### src/rtl/ccw_sequencer.sv
// ccw_sequencer: runs one channel command word against the channel block,
// metering data beats, capturing ending status and enforcing a timeout.
module ccw_sequencer #(
  parameter int COUNT_WIDTH    = 16,
  parameter int TIMEOUT_CYCLES = 256
) (
  input  logic                   clk,
  input  logic                   reset,
  input  logic [7:0]             host_addr,
  input  logic [7:0]             host_command,
  input  logic [COUNT_WIDTH-1:0] host_count,
  input  logic                   host_start,
  output logic                   host_busy,
  output logic                   host_done,
  output logic [7:0]             host_status,
  output logic                   host_status_valid,
  output logic [COUNT_WIDTH-1:0] host_residual,
  output logic [1:0]             host_condition_code,
  output logic                   host_timeout,
  input  logic [7:0]             host_send_tdata,
  input  logic                   host_send_tvalid,
  output logic                   host_send_tready,
  output logic [7:0]             host_recv_tdata,
  output logic                   host_recv_tvalid,
  input  logic                   host_recv_tready,
  output logic [7:0]             ch_addr,
  output logic [7:0]             ch_command,
  output logic                   ch_start,
  output logic                   ch_stop,
  input  logic [1:0]             ch_condition_code,
  input  logic [7:0]             ch_status_tdata,
  input  logic                   ch_status_tvalid,
  output logic [7:0]             ch_data_send_tdata,
  output logic                   ch_data_send_tvalid,
  input  logic                   ch_data_send_tready,
  input  logic [7:0]             ch_data_recv_tdata,
  input  logic                   ch_data_recv_tvalid,
  output logic                   ch_data_recv_tready
);

  localparam int TW = $clog2(TIMEOUT_CYCLES);

  typedef enum logic [1:0] {
    IDLE,
    START,
    RUN,
    DONE
  } state_t;

  state_t        state;
  logic [TW-1:0] tmo_cnt;

  logic is_wr, is_rd, is_run, ok;
  logic wr_hs, rd_hs, data_hs, busy_beat;
  logic req, stop_cond, end_stat, tmo_hit;

  assign is_wr  = ch_command[1:0] == 2'b01;
  assign is_rd  = ch_command[1:0] == 2'b10;
  assign is_run = state == RUN;
  assign ok     = host_residual != '0;

  assign ch_data_send_tdata  = host_send_tdata;
  assign ch_data_send_tvalid = is_run & is_wr & ok & host_send_tvalid;
  assign host_send_tready    = is_run & is_wr & ok & ch_data_send_tready;

  assign host_recv_tdata     = ch_data_recv_tdata;
  assign host_recv_tvalid    = is_run & is_rd & ok & ch_data_recv_tvalid;
  assign ch_data_recv_tready = is_run & is_rd & ok & host_recv_tready;

  assign wr_hs     = ch_data_send_tvalid & ch_data_send_tready;
  assign rd_hs     = host_recv_tvalid & host_recv_tready;
  assign data_hs   = wr_hs | rd_hs;
  assign busy_beat = data_hs | ch_status_tvalid;

  // Channel still asking for data after the count is spent, or on a NOP.
  assign req       = ch_data_send_tready | ch_data_recv_tvalid;
  assign stop_cond = req & (~(is_wr | is_rd) | ~ok);

  assign end_stat = ch_status_tvalid &
                    (ch_status_tdata[3] | ch_status_tdata[4] |
                     ch_status_tdata[1]);
  assign tmo_hit  = tmo_cnt == TW'(TIMEOUT_CYCLES - 1);

  always_ff @(posedge clk or posedge reset) begin
    if (reset) begin
      state               <= IDLE;
      tmo_cnt             <= '0;
      ch_start            <= 1'b0;
      ch_stop             <= 1'b0;
      ch_addr             <= '0;
      ch_command          <= '0;
      host_done           <= 1'b0;
      host_busy           <= 1'b0;
      host_status         <= '0;
      host_status_valid   <= 1'b0;
      host_residual       <= '0;
      host_condition_code <= '0;
      host_timeout        <= 1'b0;
    end else begin
      ch_start  <= 1'b0;
      ch_stop   <= 1'b0;
      host_done <= 1'b0;
      unique case (state)
        IDLE: begin
          if (host_start) begin
            ch_addr           <= host_addr;
            ch_command        <= host_command;
            host_residual     <= host_count;
            host_status_valid <= 1'b0;
            host_timeout      <= 1'b0;
            host_busy         <= 1'b1;
            state             <= START;
          end
        end
        START: begin
          ch_start <= 1'b1;
          tmo_cnt  <= '0;
          state    <= RUN;
        end
        RUN: begin
          if (data_hs)
            host_residual <= host_residual - COUNT_WIDTH'(1);
          if (ch_status_tvalid) begin
            host_status       <= ch_status_tdata;
            host_status_valid <= 1'b1;
          end
          if (busy_beat) tmo_cnt <= '0;
          else           tmo_cnt <= tmo_cnt + TW'(1);
          if (end_stat) begin
            state <= DONE;
          end else if (!busy_beat && tmo_hit) begin
            host_timeout <= 1'b1;
            state        <= DONE;
          end else begin
            ch_stop <= stop_cond;
          end
        end
        DONE: begin
          host_done           <= 1'b1;
          host_condition_code <= ch_condition_code;
          host_busy           <= 1'b0;
          state               <= IDLE;
        end
        default: state <= IDLE;
      endcase
    end
  end

endmodule

### config.mk
export PLATFORM = sky130hd
export DESIGN_NAME = ccw_sequencer
export DESIGN_NICKNAME = d
export VERILOG_FILES = /design/src/rtl/ccw_sequencer.sv
export SDC_FILE = /design/constraint.sdc
export NUM_CORES = 1
export LEC_CHECK = 0
export ABC_AREA = 0
export ABC_CLOCK_PERIOD_IN_PS = 2950
export CAP_MARGIN = 20
export CORE_MARGIN = 4
export CORE_UTILIZATION = 43
export DETAILED_ROUTE_END_ITERATION = 10
export PLACE_DENSITY = 0.8
export SLEW_MARGIN = 20
export SYNTH_ARGS = -nofsm -noshare
export SYNTH_HDL_FRONTEND = slang
export SYNTH_SLANG_ARGS = --single-unit
### constraint.sdc
create_clock -name clk -period 2.95 [get_ports clk]
set_clock_uncertainty 0.1 [all_clocks]
set_input_delay 0.4425 -clock clk [delete_from_list [all_inputs] [get_ports clk]]
set_output_delay 0.4425 -clock clk [all_outputs]
set_load 0.1 [all_outputs]
==> results of run 1 <==
==> per-stage QoR <==
stage,setup WS (ps),area (um^2),cells,util (%)
6_report,201,4380,544,60.0
5_1_grt,44.1,4380,544,60.0
4_1_cts,62.0,4370,544,59.9
3_5_place_dp,443,4200,528,57.5
2_1_floorplan,83.7,3280,355,-
3_3_place_gp,485,4200,528,57.5
==> logic make-up (layout without fill, tap and decap cells) <==
| kind of cell | after synthesis | after routing |
|---|---|---|
| flip-flops | 58 | 58 |
| AND/OR/NAND/NOR | 149 | 149 |
| AO/OA/AOI/OAI | 73 | 73 |
| adder cells (fa/ha/maj) | 9 | 9 |
| multiplexers | 18 | 18 |
| buffers and inverters | 48 | 138 |
==> final cells by class <==
cell class | instances | area [um^2] | share of cell area (%)
clock buffers | 11 | 141 | 3.23
clock inverters | 5 | 30.0 | 0.686
inverters | 15 | 56.3 | 1.29
multi-input cells | 249 | 1580 | 36.1
flip-flops and latches | 58 | 1450 | 33.2
well taps | 99 | 124 | 2.83
repair buffers | 107 | 988 | 22.6
==> worst reg2reg max path: cells and delay by family (launching register included) <==
kind	cells	cell delay, ps
multiplexers	1	330
AND/OR/NAND/NOR	2	900
AO/OA/AOI/OAI	2	520
flip-flops	1	480
==> flip-flops by register name (all words and copies together) (netlist names), 2 cells and up <==
register,count
ch_command,8
tmo_cnt,8
host_condition_code,2
host_status,8
state,2
ch_addr,8
host_residual,16
==> per-layer routing <==
layer	global-route usage, %	vias to the layer above	part of all wire (%)
met2	29.8	109	46
met3	7.25	13	8.7
li1	-	1420	-
met4	6.61	0	1.6
met5	0	-	0
met1	25.0	1393	44
==> cells in the mapped netlist (all sizes together) (6+ instances only) <==
cell    instances  area, um^2
a21oi          16        80.1
nor4            8        71.3
buf            19         140
dfrtp          58        1450
inv            15        56.3
clkbuf         14        55.1
nor3            8        40.0
mux2           13         146
nand2          65         244
nand4           6        43.8
nand3          16        85.1
o22ai          10        62.6
ha              9         113
nor2           25        93.8
o21ai          12        60.1
==> how the worst max path moves through the flow <==
stage	startpoint	to	slack, ps	depth (start not counted)
detailed placement	host_residual[7]	host_send_tready	440	5
floorplan	host_residual[4]	host_send_tready	80	5
global placement	ch_status_tvalid	state[1]	490	6
global route	host_residual[0]	host_send_tready	40	7
finish	host_residual[7]	host_send_tready	200	5
CTS	host_residual[7]	host_send_tready	60	5
==> what timing repair did <==
| action | CTS | global route |
|---|---|---|
| endpoints found under the hold margin | 0 | 0 |
| setup endpoints to repair | 0 | 4 |
| hold buffers | 0 | 0 |
| resized for setup | 0 | 2 |
==> impl_metrics.py, run 1 <==
metrics = {
    "finish": {
        "final_layout_size_suffix_gt1_share_pct": 23.6,
        "flow.area_growth_from_synthesis_pct": 34.8,
        "antenna-diode-count": 0,
        "nets": 515,
        "layout.filler_cells": 671,
        "layout_common_cells": "nand2_1 (64), dfrtp_1 (56), buf_4 (53)",
        "most_common_cell_after_layout_fill_and_taps_aside": "nand2_1",
    },
    "hold_path": {
        "min_from": "ch_command[2]",
        "min-delay-path-class": "reg2reg",
        "hold_depth": 2,
        "hold-path-endpoint": "ch_command[2]",
    },
    "timing": {
        "rsz0062_at_grt": "no",
        "number_of_failing_setup_endpoints_in_the_final_timing_report": 0,
        "hold_ws_ps": 375,
        "fin_tns_setup_ps": 0,
        "final-hold-violation-count": 0,
        "max_clock_freq_mhz": 364,
        "finalWorstPathRequiredPeriod_ps": 2750,
        "max_slew.worst_pin.slew_ps": 686,
        "timing.final.max_slew_violations": 0,
        "finalCritPeriodShare_pct": 93.2,
        "timing.max_slew.rel_slack_pct": 53.8,
    },
    "synthesis": {
        "count_of_flip_flops_with_a_built_in_enable_after_synthesis": 0,
        "synth_mux_area_share_pct": 6.05,
        "ys_warn_count": 0,
        "synth.ff_latch_count": 58,
        "synth.net_count": 430,
        "yosys_most_used_dff": "dfrtp_1",
        "synth_simple_gate_area_share_pct": 22.9,
        "syn-mean-instance-area_um2": 9.15,
        "syn_inst": 355,
        "netlist-cell-type-count": 52,
        "synth_compound_area_share_pct": 15.1,
        "synth-adder-area-share_pct": 3.47,
        "yosysSeqAreaShare_pct": 44.7,
        "synth_top_family_by_area": "simple AND/OR/NAND/NOR gates",
        "synth-xor-area-share_pct": 0,
        "syn-cell-area_um2": 3250,
        "async_set_reset_flop_share_out_of_synthesis_pct": 100,
    },
    "grt": {
        "grt_antenna_before_repair": 0,
        "pin_count_of_the_biggest_net_entering_global_routing": 33,
        "grt_first_pass_wirelength_um": 13500,
        "grt_pass1_vias": 2876,
        "grt_util_all_layers_pct": 19.3,
        "globalRoute.totalOverflow": 0,
    },
    "routing": {
        "routedWlPerCell_um": 15.8,
        "final_antenna_net_count": 0,
        "route.vias.total": 2935,
        "drt_first_iter_violations": 131,
        "drc_errors": 0,
        "drt-total-wl_um": 8590,
        "number_of_vias_per_cell_after_detailed_routing": 5.40,
        "number_of_search_and_repair_iterations_in_the_first_detailed_routing_pass": 4,
    },
    "clock_network": {
        "tritoncts_clock_tree": "done",
        "cts.htree.levels": 3,
        "cts_max_path_buffers": 2,
        "clkSinkCount": 58,
        "clk_transition_reported_paths_ps": 70,
        "post_cts.repair.setup_buffers": 0,
        "clock_latency_ps": 340,
        "cts-buffers-inserted": 9,
        "cts.root.buffer_cell": "clkbuf_8",
    },
    "worst_setup_path": {
        "timing.reg2reg.setup_slack_ps": 510,
        "crit-reg2reg-capture": "state[1]",
        "cp_data_required_time_ps": 2410,
        "ff2ff_path_depth": 5,
        "path_cells": "nor4_2, nand4_2, nand2_4, nor2_4, buf_12",
        "start_kind": "flop",
        "critical_path_fanouts_max": 9,
        "crit_buf_inv": 1,
        "criticalPathCategory": "reg2out",
        "critPathSlowestCell": "nor4_2",
        "worst-endpoint-arrival_ps": 2210,
        "nature_of_the_critical_path_endpoint": "output port",
        "critPathTopFamily": "simple AND/OR/NAND/NOR gates",
        "critical_path.max_stage_delay_ps": 570,
        "regToRegStartpoint": "host_residual[7]",
    },
    "floorplan": {
        "core_area_um2": 7290,
        "ios": 134,
        "die_height_um": 94.9,
        "die-area_um2": 9010,
        "placement_rows": 31,
        "start_util_pct": 44.5,
        "die_width_um": 94.9,
    },
    "place": {
        "gpl.final_weighted_congestion": 0.881,
        "buffer_ports.inserted": 101,
        "dp_hpwl_um": 6420,
    },
    "status": {
        "outcome": "finished clean",
    },
    "flow_run": {
        "maxCapViolCount": 0,
    },
}
Power of run 1 is left out: the tool's default activity adds up to more than one toggle a clock period on the data nets, which glitch-free logic cannot reach.
==> run 2, diff against run 1 <==
--- a/config.mk
+++ b/config.mk
@@ -6,9 +6,9 @@
 export NUM_CORES = 1
 export LEC_CHECK = 0
 export ABC_AREA = 0
-export ABC_CLOCK_PERIOD_IN_PS = 2950
+export ABC_CLOCK_PERIOD_IN_PS = 2900
 export CAP_MARGIN = 20
-export CORE_MARGIN = 4
+export CORE_MARGIN = 10
 export CORE_UTILIZATION = 43
 export DETAILED_ROUTE_END_ITERATION = 10
 export PLACE_DENSITY = 0.8
==> constraint.sdc (replaced) <==
create_clock -name clk -period 2.9 [get_ports clk]
set_clock_uncertainty 0.1 [all_clocks]
set_input_delay 0.435 -clock clk [delete_from_list [all_inputs] [get_ports clk]]
set_output_delay 0.435 -clock clk [all_outputs]
set_load 0.1 [all_outputs]
==> impl_metrics.py, run 2 (synthesis results as in run 1) <==
metrics = {
    "grt": {
        "grt_antenna_before_repair": 0,
        "grt_first_pass_wirelength_um": 15900,
        "grt_util_all_layers_pct": 17.0,
        "pin_count_of_the_biggest_net_entering_global_routing": 33,
        "grt_pass1_vias": 3131,
        "globalRoute.totalOverflow": 0,
    },
    "floorplan": {
        "core_area_um2": 7290,
        "start_util_pct": 44.5,
        "die_height_um": 107,
        "die_width_um": 107,
        "ios": 134,
        "placement_rows": 31,
        "die-area_um2": 11400,
    },
    "routing": {
        "drc_errors": 0,
        "number_of_search_and_repair_iterations_in_the_first_detailed_routing_pass": 4,
        "drt_first_iter_violations": 186,
        "routedWlPerCell_um": 17.6,
        "route.vias.total": 3071,
        "final_antenna_net_count": 0,
        "number_of_vias_per_cell_after_detailed_routing": 5.63,
        "drt-total-wl_um": 9580,
    },
    "status": {
        "outcome": "finished clean",
    },
    "timing": {
        "max_clock_freq_mhz": 362,
        "number_of_failing_setup_endpoints_in_the_final_timing_report": 0,
        "finalWorstPathRequiredPeriod_ps": 2760,
        "timing.max_slew.rel_slack_pct": 50.5,
        "timing.final.max_slew_violations": 0,
        "fin_tns_setup_ps": 0,
        "max_slew.worst_pin.slew_ps": 742,
        "final-hold-violation-count": 0,
        "finalCritPeriodShare_pct": 95.2,
        "rsz0062_at_grt": "no",
    },
    "place": {
        "buffer_ports.inserted": 101,
        "dp_hpwl_um": 7280,
        "gpl.final_weighted_congestion": 0.871,
        "placedInstanceArea_um2": 4210,
        "post-place-cells": 530,
    },
    "clock_network": {
        "clk_transition_reported_paths_ps": 80,
        "cts_max_path_buffers": 2,
        "cts.root.buffer_cell": "clkbuf_8",
        "post_cts.repair.setup_buffers": 0,
        "postCtsHoldBufs": 0,
        "clkSinkCount": 58,
        "tritoncts_clock_tree": "done",
        "cts.htree.levels": 3,
        "post_cts_resized": 0,
        "clock_latency_ps": 340,
        "cts-buffers-inserted": 9,
    },
    "finish": {
        "layout_common_cells": "nand2_1 (65), dfrtp_1 (56), buf_4 (55)",
        "final_util_pct": 60.4,
        "number_of_flip_flops_in_the_largest_register": 16,
        "max_flop_register": "host_residual",
        "antenna-diode-count": 0,
        "most_common_cell_after_layout_fill_and_taps_aside": "nand2_1",
        "fin_area_um2": 4400,
        "final_cell_count_no_fill": 545,
        "final_layout_size_suffix_gt1_share_pct": 23.8,
        "flow.area_growth_from_synthesis_pct": 35.6,
        "nets": 517,
    },
    "flow_run": {
        "maxCapViolCount": 0,
    },
    "worst_setup_path": {
        "start_kind": "flop",
        "critical_path_fanouts_max": 7,
        "worst-endpoint-arrival_ps": 2230,
        "cp_data_required_time_ps": 2370,
        "criticalPathCategory": "reg2out",
        "nature_of_the_critical_path_endpoint": "output port",
    },
    "hold_path": {
        "min-delay-path-class": "in2async",
    },
}
==> run 2: cell count changes in the layout (fill, tap and decap cells not counted), sizes merged <==
cell    previous run  this run
bufinv             0         1
buf               58        60
clkbuf            11        10
clkinv             3         2
==> run 2: worst max-delay path, cell delays in order (launching register included) <==
cell	delay, ps
dfrtp_2	450
inv_1	120
ha_1	170
nor4b_2	360
nand4_2	150
nand2_1	370
nor2_4	80
buf_12	180
==> run 2: per-layer routing <==
layer  global-route usage (%)  up-vias  wire [um]
li1                         -     1433          -
met1                     19.9     1475       3960
met2                     27.0      156       4460
met3                     8.80        7       1100
met4                     4.45        0         62
met5                        0        -          0
==> run 2: stage by stage <==
stage / hold slack (ps) / setup WS [ps]
6_report: 339 / 140
5_1_grt: 384 / 3.80
4_1_cts: 356 / 145
3_5_place_dp: 364 / 287
3_3_place_gp: 360 / 325
2_1_floorplan: 387 / 41.2
==> run 2: worst paths after layout <==
path,startpoint,endpoint,slack (ps),depth (start not counted)
setup / recovery,host_residual[0],host_send_tready,140,7
hold / removal,reset,state[1],340,2
setup reg to reg,host_residual[0],state[1],440,8
hold reg to reg,ch_addr[1],ch_addr[1],380,2
max in group asynchronous,reset,ch_addr[2],1770,3
min in group clk,ch_addr[1],ch_addr[1],380,2
==> run 2: layout make-up <==
type / instances / area, um^2
clock buffer: 10 / 138
clock inverter: 5 / 55.1
fill: 638 / 2890
inverter: 15 / 56.3
multi-input combinational: 249 / 1570
sequential: 58 / 1450
tap: 99 / 124
timing repair buffer: 109 / 1000
Power of run 2 is left out for the same reason.
